## src/rtl/ctrl_pipe_chain_pkg.sv

```systemverilog
// Shared constants for the ID->EX->MEM->WB control pipeline: stage indices,
// default widths and the bit layout of the decoded control bundle.
package ctrl_pipe_pkg;

  localparam int STG_D = 0;
  localparam int STG_E = 1;
  localparam int STG_M = 2;
  localparam int STG_W = 3;

  localparam int NUM_STAGES = 4;
  localparam int CTRL_W     = 32;
  localparam int MC_CNT_W   = 6;

  // Control bundle field offsets (bit position of the LSB of each field)
  localparam int CF_REG_WRITE  = 0;
  localparam int CF_MEM_TO_REG = 1;
  localparam int CF_MEM_READ   = 2;
  localparam int CF_MEM_WRITE  = 3;
  localparam int CF_BRANCH     = 4;
  localparam int CF_JUMP       = 5;
  localparam int CF_ALU_SRC    = 6;
  localparam int CF_REG_DST    = 7;
  localparam int CF_ALU_CTRL   = 8;
  localparam int CF_ALU_CTRL_W = 4;
  localparam int CF_HILO_WRITE = 12;
  localparam int CF_MULDIV     = 13;

  function automatic logic [CF_ALU_CTRL_W-1:0] alu_ctrl_of(input logic [CTRL_W-1:0] c);
    return c[CF_ALU_CTRL +: CF_ALU_CTRL_W];
  endfunction

endpackage

```

## src/rtl/ctrl_pipe_chain_if.sv

```systemverilog
// Request/response bundle between the controller and the control pipeline.
// master drives stall/flush/decode inputs; slave (the pipeline) drives stage state.
interface ctrl_pipe_chain_if
  import ctrl_pipe_pkg::*;
#(
  parameter int W      = CTRL_W,
  parameter int NSTAGE = NUM_STAGES,
  parameter int CNT_W  = MC_CNT_W
);

  logic [NSTAGE-1:0]   stall;
  logic [NSTAGE-1:0]   flush;
  logic                in_valid;
  logic [W-1:0]        in_ctrl;
  logic                in_branch;
  logic                mc_start;
  logic [CNT_W-1:0]    mc_len;
  logic [NSTAGE*W-1:0] out_ctrl;
  logic [NSTAGE-1:0]   out_valid;
  logic [NSTAGE-1:0]   out_ds;
  logic [NSTAGE-1:0]   stall_eff;
  logic                mc_busy;

  modport master (
    output stall, flush, in_valid, in_ctrl, in_branch, mc_start, mc_len,
    input  out_ctrl, out_valid, out_ds, stall_eff, mc_busy
  );

  modport slave (
    input  stall, flush, in_valid, in_ctrl, in_branch, mc_start, mc_len,
    output out_ctrl, out_valid, out_ds, stall_eff, mc_busy
  );

endinterface

```

## src/rtl/ctrl_pipe_chain_stage.sv

```systemverilog
// One control pipeline stage register {valid, ds, ctrl} with
// flush > hold > bubble > load priority.
module ctrl_stage_reg
  import ctrl_pipe_pkg::*;
#(
  parameter int W = CTRL_W
) (
  input  logic         clk,
  input  logic         rst,
  input  logic         flush_i,
  input  logic         hold_i,
  input  logic         bubble_i,
  input  logic         valid_i,
  input  logic         ds_i,
  input  logic [W-1:0] ctrl_i,
  output logic         valid_o,
  output logic         ds_o,
  output logic [W-1:0] ctrl_o
);

  logic [W+1:0] stage_q, stage_d;

  always_comb begin
    stage_d = stage_q;
    if (flush_i)       stage_d = '0;
    else if (hold_i)   stage_d = stage_q;
    else if (bubble_i) stage_d = '0;
    else               stage_d = {valid_i, ds_i, ctrl_i};
  end

  always_ff @(posedge clk) begin
    if (rst) stage_q <= '0;
    else     stage_q <= stage_d;
  end

  assign {valid_o, ds_o, ctrl_o} = stage_q;

endmodule

```

## src/rtl/ctrl_pipe_chain.sv

```systemverilog
// Parametrised control-bundle pipeline with stall back-propagation, automatic
// bubbles, delay-slot tagging and a multicycle stall counter.
// Optional: define CTRL_PIPE_PERF_EN to add ret_cnt/bub_cnt performance counters.
module ctrl_pipe_chain
  import ctrl_pipe_pkg::*;
#(
  parameter int W        = CTRL_W,
  parameter int NSTAGE   = NUM_STAGES,
  parameter int MC_STAGE = STG_E,
  parameter int CNT_W    = MC_CNT_W
) (
  input  logic              clk,
  input  logic              rst,
  ctrl_pipe_chain_if.slave  bus
`ifdef CTRL_PIPE_PERF_EN
  ,
  output logic [31:0]       ret_cnt,
  output logic [31:0]       bub_cnt
`endif
);

  logic [NSTAGE-1:0]         stall_eff;
  logic [NSTAGE:0]           se_chain;
  logic [NSTAGE-1:0][W-1:0]  q_ctrl;
  logic [NSTAGE-1:0]         q_valid;
  logic [NSTAGE-1:0]         q_ds;
  logic [CNT_W-1:0]          cnt_q, cnt_d;
  logic                      mc_busy;
  logic                      mc_load;
  logic                      ds_pending_q, ds_pending_d;
  logic                      accept0;

  assign mc_busy = (cnt_q != '0);

  // Stall ripples from the last stage back towards stage 0.
  always_comb begin
    se_chain = '0;
    for (int i = NSTAGE - 1; i >= 0; i--) begin
      se_chain[i] = bus.stall[i] | se_chain[i+1] | (mc_busy & (i <= MC_STAGE));
    end
    stall_eff = se_chain[NSTAGE-1:0];
  end

  for (genvar i = 0; i < NSTAGE; i++) begin : g_stage
    logic         bub;
    logic         dv;
    logic         dd;
    logic [W-1:0] dc;

    if (i == 0) begin : g_head
      assign bub = 1'b0;
      assign dv  = bus.in_valid;
      assign dd  = bus.in_valid & ds_pending_q;
      assign dc  = bus.in_valid ? bus.in_ctrl : '0;
    end else begin : g_body
      assign bub = stall_eff[i-1];
      assign dv  = q_valid[i-1];
      assign dd  = q_ds[i-1];
      assign dc  = q_ctrl[i-1];
    end

    ctrl_stage_reg #(.W(W)) u_reg (
      .clk      (clk),
      .rst      (rst),
      .flush_i  (bus.flush[i]),
      .hold_i   (stall_eff[i]),
      .bubble_i (bub),
      .valid_i  (dv),
      .ds_i     (dd),
      .ctrl_i   (dc),
      .valid_o  (q_valid[i]),
      .ds_o     (q_ds[i]),
      .ctrl_o   (q_ctrl[i])
    );
  end

  // Any accepted instruction consumes the pending slot; a branch re-arms it.
  assign accept0 = ~bus.flush[0] & ~stall_eff[0] & bus.in_valid;

  always_comb begin
    ds_pending_d = ds_pending_q;
    if (bus.flush[0])  ds_pending_d = 1'b0;
    else if (accept0)  ds_pending_d = bus.in_branch;
  end

  assign mc_load = bus.mc_start & q_valid[MC_STAGE] & ~mc_busy &
                   ~bus.flush[MC_STAGE] & (bus.mc_len != '0);

  always_comb begin
    cnt_d = cnt_q;
    if (mc_load)                 cnt_d = bus.mc_len;
    else if (bus.flush[MC_STAGE]) cnt_d = '0;
    else if (mc_busy)            cnt_d = cnt_q - CNT_W'(1);
  end

  always_ff @(posedge clk) begin
    if (rst) begin
      cnt_q        <= '0;
      ds_pending_q <= 1'b0;
    end else begin
      cnt_q        <= cnt_d;
      ds_pending_q <= ds_pending_d;
    end
  end

`ifdef CTRL_PIPE_PERF_EN
  logic [31:0]       ret_q, bub_q;
  logic [NSTAGE-1:0] bub_load;

  // Only automatic bubbles count, not drained-through empty slots.
  assign bub_load = ~bus.flush & ~stall_eff & {stall_eff[NSTAGE-2:0], 1'b0};

  always_ff @(posedge clk) begin
    if (rst) begin
      ret_q <= '0;
      bub_q <= '0;
    end else begin
      if (q_valid[NSTAGE-1] & ~stall_eff[NSTAGE-1]) ret_q <= ret_q + 32'd1;
      if (|bub_load)                                 bub_q <= bub_q + 32'd1;
    end
  end

  assign ret_cnt = ret_q;
  assign bub_cnt = bub_q;
`endif

  assign bus.out_ctrl  = q_ctrl;
  assign bus.out_valid = q_valid;
  assign bus.out_ds    = q_ds;
  assign bus.stall_eff = stall_eff;
  assign bus.mc_busy   = mc_busy;

endmodule

```

## src/flat_wrapper.sv

```systemverilog
// flat-port wrapper written by rule: the top's interface ports become plain ports
module ctrl_pipe_chain_flat import ctrl_pipe_pkg::*;
#(
  parameter int W        = CTRL_W,
  parameter int NSTAGE   = NUM_STAGES,
  parameter int MC_STAGE = STG_E,
  parameter int CNT_W    = MC_CNT_W
)
  (clk, rst, bus_stall, bus_flush, bus_in_valid, bus_in_ctrl, bus_in_branch, bus_mc_start, bus_mc_len, bus_out_ctrl, bus_out_valid, bus_out_ds, bus_stall_eff, bus_mc_busy);
  ctrl_pipe_chain_if #(.W(W), .NSTAGE(NSTAGE), .CNT_W(CNT_W)) bus_i ();
  input  logic clk;
  input  logic rst;
  input wire logic [$bits(bus_i.stall)-1:0] bus_stall;
  input wire logic [$bits(bus_i.flush)-1:0] bus_flush;
  input wire logic [$bits(bus_i.in_valid)-1:0] bus_in_valid;
  input wire logic [$bits(bus_i.in_ctrl)-1:0] bus_in_ctrl;
  input wire logic [$bits(bus_i.in_branch)-1:0] bus_in_branch;
  input wire logic [$bits(bus_i.mc_start)-1:0] bus_mc_start;
  input wire logic [$bits(bus_i.mc_len)-1:0] bus_mc_len;
  output wire logic [$bits(bus_i.out_ctrl)-1:0] bus_out_ctrl;
  output wire logic [$bits(bus_i.out_valid)-1:0] bus_out_valid;
  output wire logic [$bits(bus_i.out_ds)-1:0] bus_out_ds;
  output wire logic [$bits(bus_i.stall_eff)-1:0] bus_stall_eff;
  output wire logic [$bits(bus_i.mc_busy)-1:0] bus_mc_busy;
  assign bus_i.stall = bus_stall;
  assign bus_i.flush = bus_flush;
  assign bus_i.in_valid = bus_in_valid;
  assign bus_i.in_ctrl = bus_in_ctrl;
  assign bus_i.in_branch = bus_in_branch;
  assign bus_i.mc_start = bus_mc_start;
  assign bus_i.mc_len = bus_mc_len;
  assign bus_out_ctrl = bus_i.out_ctrl;
  assign bus_out_valid = bus_i.out_valid;
  assign bus_out_ds = bus_i.out_ds;
  assign bus_stall_eff = bus_i.stall_eff;
  assign bus_mc_busy = bus_i.mc_busy;
  ctrl_pipe_chain #(.W(W), .NSTAGE(NSTAGE), .MC_STAGE(MC_STAGE), .CNT_W(CNT_W)) u_core (.clk(clk), .rst(rst), .bus(bus_i));
endmodule
```

## config.mk

```make
export PLATFORM = sky130hd
export DESIGN_NAME = ctrl_pipe_chain_flat
export DESIGN_NICKNAME = d
export VERILOG_FILES = /design/src/rtl/ctrl_pipe_chain_pkg.sv /design/src/rtl/ctrl_pipe_chain_if.sv /design/src/rtl/ctrl_pipe_chain_stage.sv /design/src/rtl/ctrl_pipe_chain.sv /design/src/flat_wrapper.sv
export SDC_FILE = /design/constraint.sdc
export NUM_CORES = 1
export LEC_CHECK = 0
export ABC_AREA = 1
export BUFFER_PORTS_ARGS = -buffer_cell sky130_fd_sc_hd__buf_2
export CAP_MARGIN = 5
export CORE_ASPECT_RATIO = 1.75
export CORE_MARGIN = 4
export CORE_UTILIZATION = 45
export DETAILED_ROUTE_END_ITERATION = 7
export MAX_ROUTING_LAYER = met4
export PLACE_DENSITY = 0.76
export SYNTH_ARGS = -nofsm -noshare
export SYNTH_HDL_FRONTEND = slang
export SYNTH_SLANG_ARGS = --single-unit
```

## constraint.sdc

```tcl
create_clock -name clk -period 1.7 [get_ports clk]
set_input_delay 0.085 -clock clk [delete_from_list [all_inputs] [get_ports clk]]
set_output_delay 0.085 -clock clk [all_outputs]
set_load 0.01 [all_outputs]
```

; After elaboration in Yosys (flattened, before gate mapping)
; Cells that the tools add are included.
[classes]
addsub = 1
mux = 7
bitwise_logic = 16
reduce_logical = 7
[op_table]
columns = operator, count
row1 = two-way mux 34 bit, 3
row2 = two-way mux 32 bit, 1
row3 = two-way mux 6 bit, 3
row4 = nonzero test 6 bit, 2
row5 = OR reduction 2 bit, 4
row6 = AND 1 bit, 7
row7 = "subtractor 6 x 1 -> 6 bit, second input constant", 1
row8 = OR 1 bit, 5
row9 = NOT 1 bit, 4
row10 = nonzero test 3 bit, 1
[totals]
reg_bits = 143
output_inout_bits = 141
elab_cells = 37

; Depth between registers and ports, before layout
[logic_depth]
word_depth = 8
mapped_depth = 11

; Hierarchy
; From an unflattened synthesis, not the netlist that was laid out.
[unflattened]
cells_unflattened = 760
area_unflattened_um2 = 5823.1
[modules_own_cells]
columns = mod, instances, cells_each, area_per_inst_um2, seq_area_each_um2
row1 = ctrl_stage_reg, 4, 149, 1238.7, 680.7
row2 = ctrl_pipe_chain, 1, 164, 868.3, 140.1

; Worst setup path after synthesis
; Ideal clock, no wire load.
[synth_path]
path_kind = reg-to-reg
from = register u_core.cnt_q[0]
to = register u_core.g_stage[1].u_reg.stage_q[24]
setup_ns = 0.071
arrival_ns = 1.499
required_time_ns = 1.629
slack_ns = 0.130
stages_incl_launch_ff = 11
n_path_buf = 2
synth_period_minus_slack_ns = 1.570
cell_sequence = dfxtp_1 -> inv_1 -> ha_1 -> nand2_1 -> nor2_4 -> nand2_4 -> nor2_4 -> buf_6 -> buf_8 -> nand2_2 -> a21oi_2
[synth_via]
elab_chain_cells = 5
[synth_lines]
columns = element, line_no
row1 = from (decl), ctrl_pipe_chain.sv:27  ; logic [CNT_W-1:0] cnt_q, cnt_d;
row2 = from (signal assigned), ctrl_pipe_chain.sv:101  ; cnt_q <= cnt_d;
row3 = nonzero test 6 bit *, ctrl_pipe_chain.sv:33  ; assign mc_busy = (cnt_q != '0);
row4 = OR 1 bit (3 in a row), ctrl_pipe_chain.sv:39  ; se_chain[i] = bus.stall[i] | se_chain[i+1] | (mc_busy & (i <= MC_STAGE));
row5 = two-way mux 34 bit, ctrl_pipe_chain_stage.sv:27  ; else if (bubble_i) stage_d = '0;
row6 = to (signal assigned), ctrl_pipe_chain_stage.sv:33  ; else stage_q <= stage_d;
row7 = to (decl), ctrl_pipe_chain_stage.sv:21  ; logic [W+1:0] stage_q, stage_d;
; Every way passes the cells marked *; elsewhere a longest branch is shown, timed or not.
; A chain may end at the register's enable or synchronous reset.

; Worst setup path in the final report
[layout_path]
from = register u_core.cnt_q[0]
to = register u_core.g_stage[0].u_reg.stage_q[18]
[layout_via]
elab_chain_cells = 4
[layout_lines]
columns = element, line_no
row1 = nonzero test 6 bit *, ctrl_pipe_chain.sv:33
row2 = OR 1 bit (2 in a row), ctrl_pipe_chain.sv:39
row3 = OR 1 bit *, ctrl_pipe_chain.sv:39
row4 = to (signal assigned), ctrl_pipe_chain_stage.sv:33
row5 = to (decl), ctrl_pipe_chain_stage.sv:21
; Marked as above.

==> metrics.yaml <==
slew_headroom_pct: 56.5
io_pins: 192
slew_violations: 0
p_int_uw: 6140
violations: "negative setup slack"
fmax_ghz: 0.556
syn_area_per_cell_um2: 7.77
synth_seq_cells: 143
worstSetupStartpoint: "u_core.cnt_q[0]"
tightest_slew_ps: 653
power_density_nw_per_um2: 1030
start_kind: "register"
place.gp.congestion: 0.831
top_usage_layer: "met2"
viasPerCell: 5.07
dp.cells: 982
cp_slowest_stage_delay_ps: 330
die_w_um: 90.9
antenna_cells: 0
reg2reg_from: "u_core.cnt_q[0]"
crit_path_end_kind: "register"
grt.met2_usage_pct: 38.8
power_uw: 8000
fillerInstances: 977
synth.net_count: 750
first_iter_violations: 230
clkTransAtPathRegs_ps: 60
fin_crit_sh_pct: 106
dp.final_hpwl_mm: 10.8
cts-root-buf: "clkbuf_16"
fin_worst_skew_ps: 9.55
cts.sinks: 143
crit_chain: "inv_2 -> ha_4 -> nand2_4 -> nor2_4 -> nand2_4 -> buf_6 -> nor2_4 -> buf_6 -> buf_6 -> nand3_1 -> a21oi_1"
dr.pass1.iters: 4
hold_viol: 0
use_met3_pct: 4.62
route.detailed.drc: 0
finalSetupViolCount: 39
cp_common_cell: "buf_6"
p_clk_share_pct: 49.4
hp-start: "bus_mc_len[1]"
routed_wl_mm: 16.6
htreeDepth: 4
ant_nets: 0
grt_max_degree: 49
dieArea_um2: 13900
min_path_type: "input port to register"
portBuffers: 191
crit_required_ps: 2040
p_sw_share_pct: 23.3
grt_util_met1_pct: 25.3
worstSetupPathType: "register to register"
final_layout_size_suffix_gt1_share_pct: 33.1
worstPathArrival_ps: 2140
clkLatencyLatePin_ps: 410
worstPathMaxFanout: 6
coreArea_um2: 11700
syn_inst: 697
synth_cell_types: 24
fin_nets: 976
ys_seq_area_share_pct: 52.8
timing.hold.ws_ps: 34.2
comb_power_share_pct: 8.3
syn_to_final_growth_pct: 43.5
drv_cap: 0
cts_buffers: 17
instances_no_fill: 1071
p_switching_uw: 1870
r2r_slack_ps: -100
status: "complete, but fails checks"
grt_pass1_vias: 5151
cts_max_path_buffers: 2
overflow: 0
grt_pass1_wl_mm: 25.4
wl_per_cell_um: 15.5
cpMaxStageDelayCell: "dfxtp_2"
synthesis.area_um2: 5420
antenna_found_initial: 0
cts_tree: "built"
yosysWarnings: 0
die_h_um: 153
rsz0062_at_grt: "true"
fin_ws_ps: -98.8
start_util_pct: 46.3
rows: 52
p_leak_uw: 0.00326
fin_crit_ps: 1800
grt_util_all_layers_pct: 23.1
vdd_drop_max_mv: 0.694
pwr-share-seq_pct: 42.3
via_count: 5431
==> synthesized netlist by cell type <==
| master | number | share of area, % |
|---|---|---|
| nand2_1 | 252 | 17 |
| dfxtp_1 | 143 | 53 |
| a21oi_1 | 131 | 12 |
| nand3_1 | 47 | 4.3 |
| clkbuf_1 | 25 | 1.7 |
| nor2_1 | 15 | 1.0 |
| buf_4 | 13 | 1.8 |
| inv_1 | 13 | 0.90 |
| buf_2 | 11 | 1.0 |
| nand2_2 | 11 | 1.3 |
| a21oi_2 | 10 | 1.6 |
| buf_1 | 5 | 0.35 |
| nand4_1 | 4 | 0.46 |
| nor2_4 | 4 | 0.83 |
| clkinv_1 | 2 | 0.14 |
| ha_1 | 2 | 0.46 |
| or2_2 | 2 | 0.23 |
| buf_6 | 1 | 0.21 |
| buf_8 | 1 | 0.28 |
| inv_2 | 1 | 0.069 |
| inv_4 | 1 | 0.12 |
| nand2_4 | 1 | 0.21 |
| nor2_8 | 1 | 0.37 |
| xnor2_1 | 1 | 0.16 |
==> worst paths after layout <==
path                                         endpoint  depth (start not counted)
setup / recovery  u_core.g_stage[0].u_reg.stage_q[18]                         11
hold / removal                        u_core.cnt_q[1]                          5
setup reg to reg  u_core.g_stage[0].u_reg.stage_q[18]                         11
hold reg to reg   u_core.g_stage[3].u_reg.stage_q[17]                          2
==> layout by cell type (no fill, tap or decap), types with 2 or more instances in the layout <==
cell type / instances
nand4_1: 4
inv_6: 4
inv_4: 2
nand3_2: 2
nand2_2: 11
buf_4: 20
nand3_1: 45
buf_2: 190
dfxtp_2: 2
buf_12: 5
inv_2: 2
a21oi_1: 119
buf_8: 2
clkinv_1: 2
inv_1: 11
clkinvlp_4: 3
clkbuf_16: 19
dlygate4sd3_1: 38
nor2_4: 4
dfxtp_1: 141
nand2_4: 4
clkinv_4: 3
a21oi_2: 22
nor2_1: 15
bufinv_16: 4
buf_6: 5
nand2_1: 249
or2_2: 2
==> critical path, delay by kind of cell, from the launching register on <==
kind / cells / cell delay (ps)
AO/OA/AOI/OAI: 1 / 170
adder cells (fa/ha/maj): 1 / 150
buffers and inverters: 4 / 500
flip-flops: 1 / 330
AND/OR/NAND/NOR: 5 / 560
==> power groups by stage <==
stage               registers, uW  clock network, uW  logic (uW)
global placement             3460                  0         490
floorplan                    3460                  0         324
CTS                          3390               4000         613
detailed placement           3460                  0         492
global route                 3390               4150         721
finish                       3390               3950         664
==> kinds of logic after synthesis <==
family                   Yosys count  synth area share (%)
adder cells (fa/ha/maj)            2                 0.462
buffers and inverters             73                  6.61
XOR/XNOR                           1                 0.162
AND/OR/NAND/NOR                  337                  26.2
flip-flops                       143                  52.8
AO/OA/AOI/OAI                    141                  13.7
==> cell type report <==
class                      instances  area, um^2  area share (%)
timing repair buffer             263        1750            22.5
inverter                          17        68.8           0.885
multi-input combinational        481        2290            29.4
clock buffer                      17         425            5.47
tap                              135         169            2.17
clock inverter                    15         209            2.69
sequential                       143        2870            36.9
==> per-layer routing <==
| layer | share of wire [%] | routed length (um) | vias up |
|---|---|---|---|
| met5 | 0 | 0 | - |
| met4 | 4.0 | 656 | 0 |
| met3 | 4.4 | 729 | 45 |
| met2 | 53 | 8730 | 196 |
| met1 | 39 | 6460 | 2480 |
| li1 | - | - | 2710 |
==> through the flow <==
stage	util, %	setup WS (ps)	area [um^2]	setup TNS [ps]
4_1_cts	64.5	16.3	7560	0
3_3_place_gp	54.9	123	6430	0
6_report	66.4	-98.8	7770	-1260
3_5_place_dp	54.9	47.6	6430	0
5_1_grt	66.4	-188	7770	-7750
2_1_floorplan	-	130	5420	0
==> sequential cells by signal (all words and copies together) (netlist names) <==
signal	count
u_core.cnt_q	6
u_core.ds_pending_q	1
u_core.g_stage.u_reg.stage_q	136
==> what timing repair did <==
item / 4_1_cts / 5_1_grt
cloned: 1 / 4
resized for setup: 11 / 25
hold buffers: 38 / 0
setup endpoints to repair: 2 / 58
buffers inserted: 6 / 8
endpoints found under the hold margin: 36 / 0
pin swaps: 4 / 7
(Power assumes the default switching activity.)
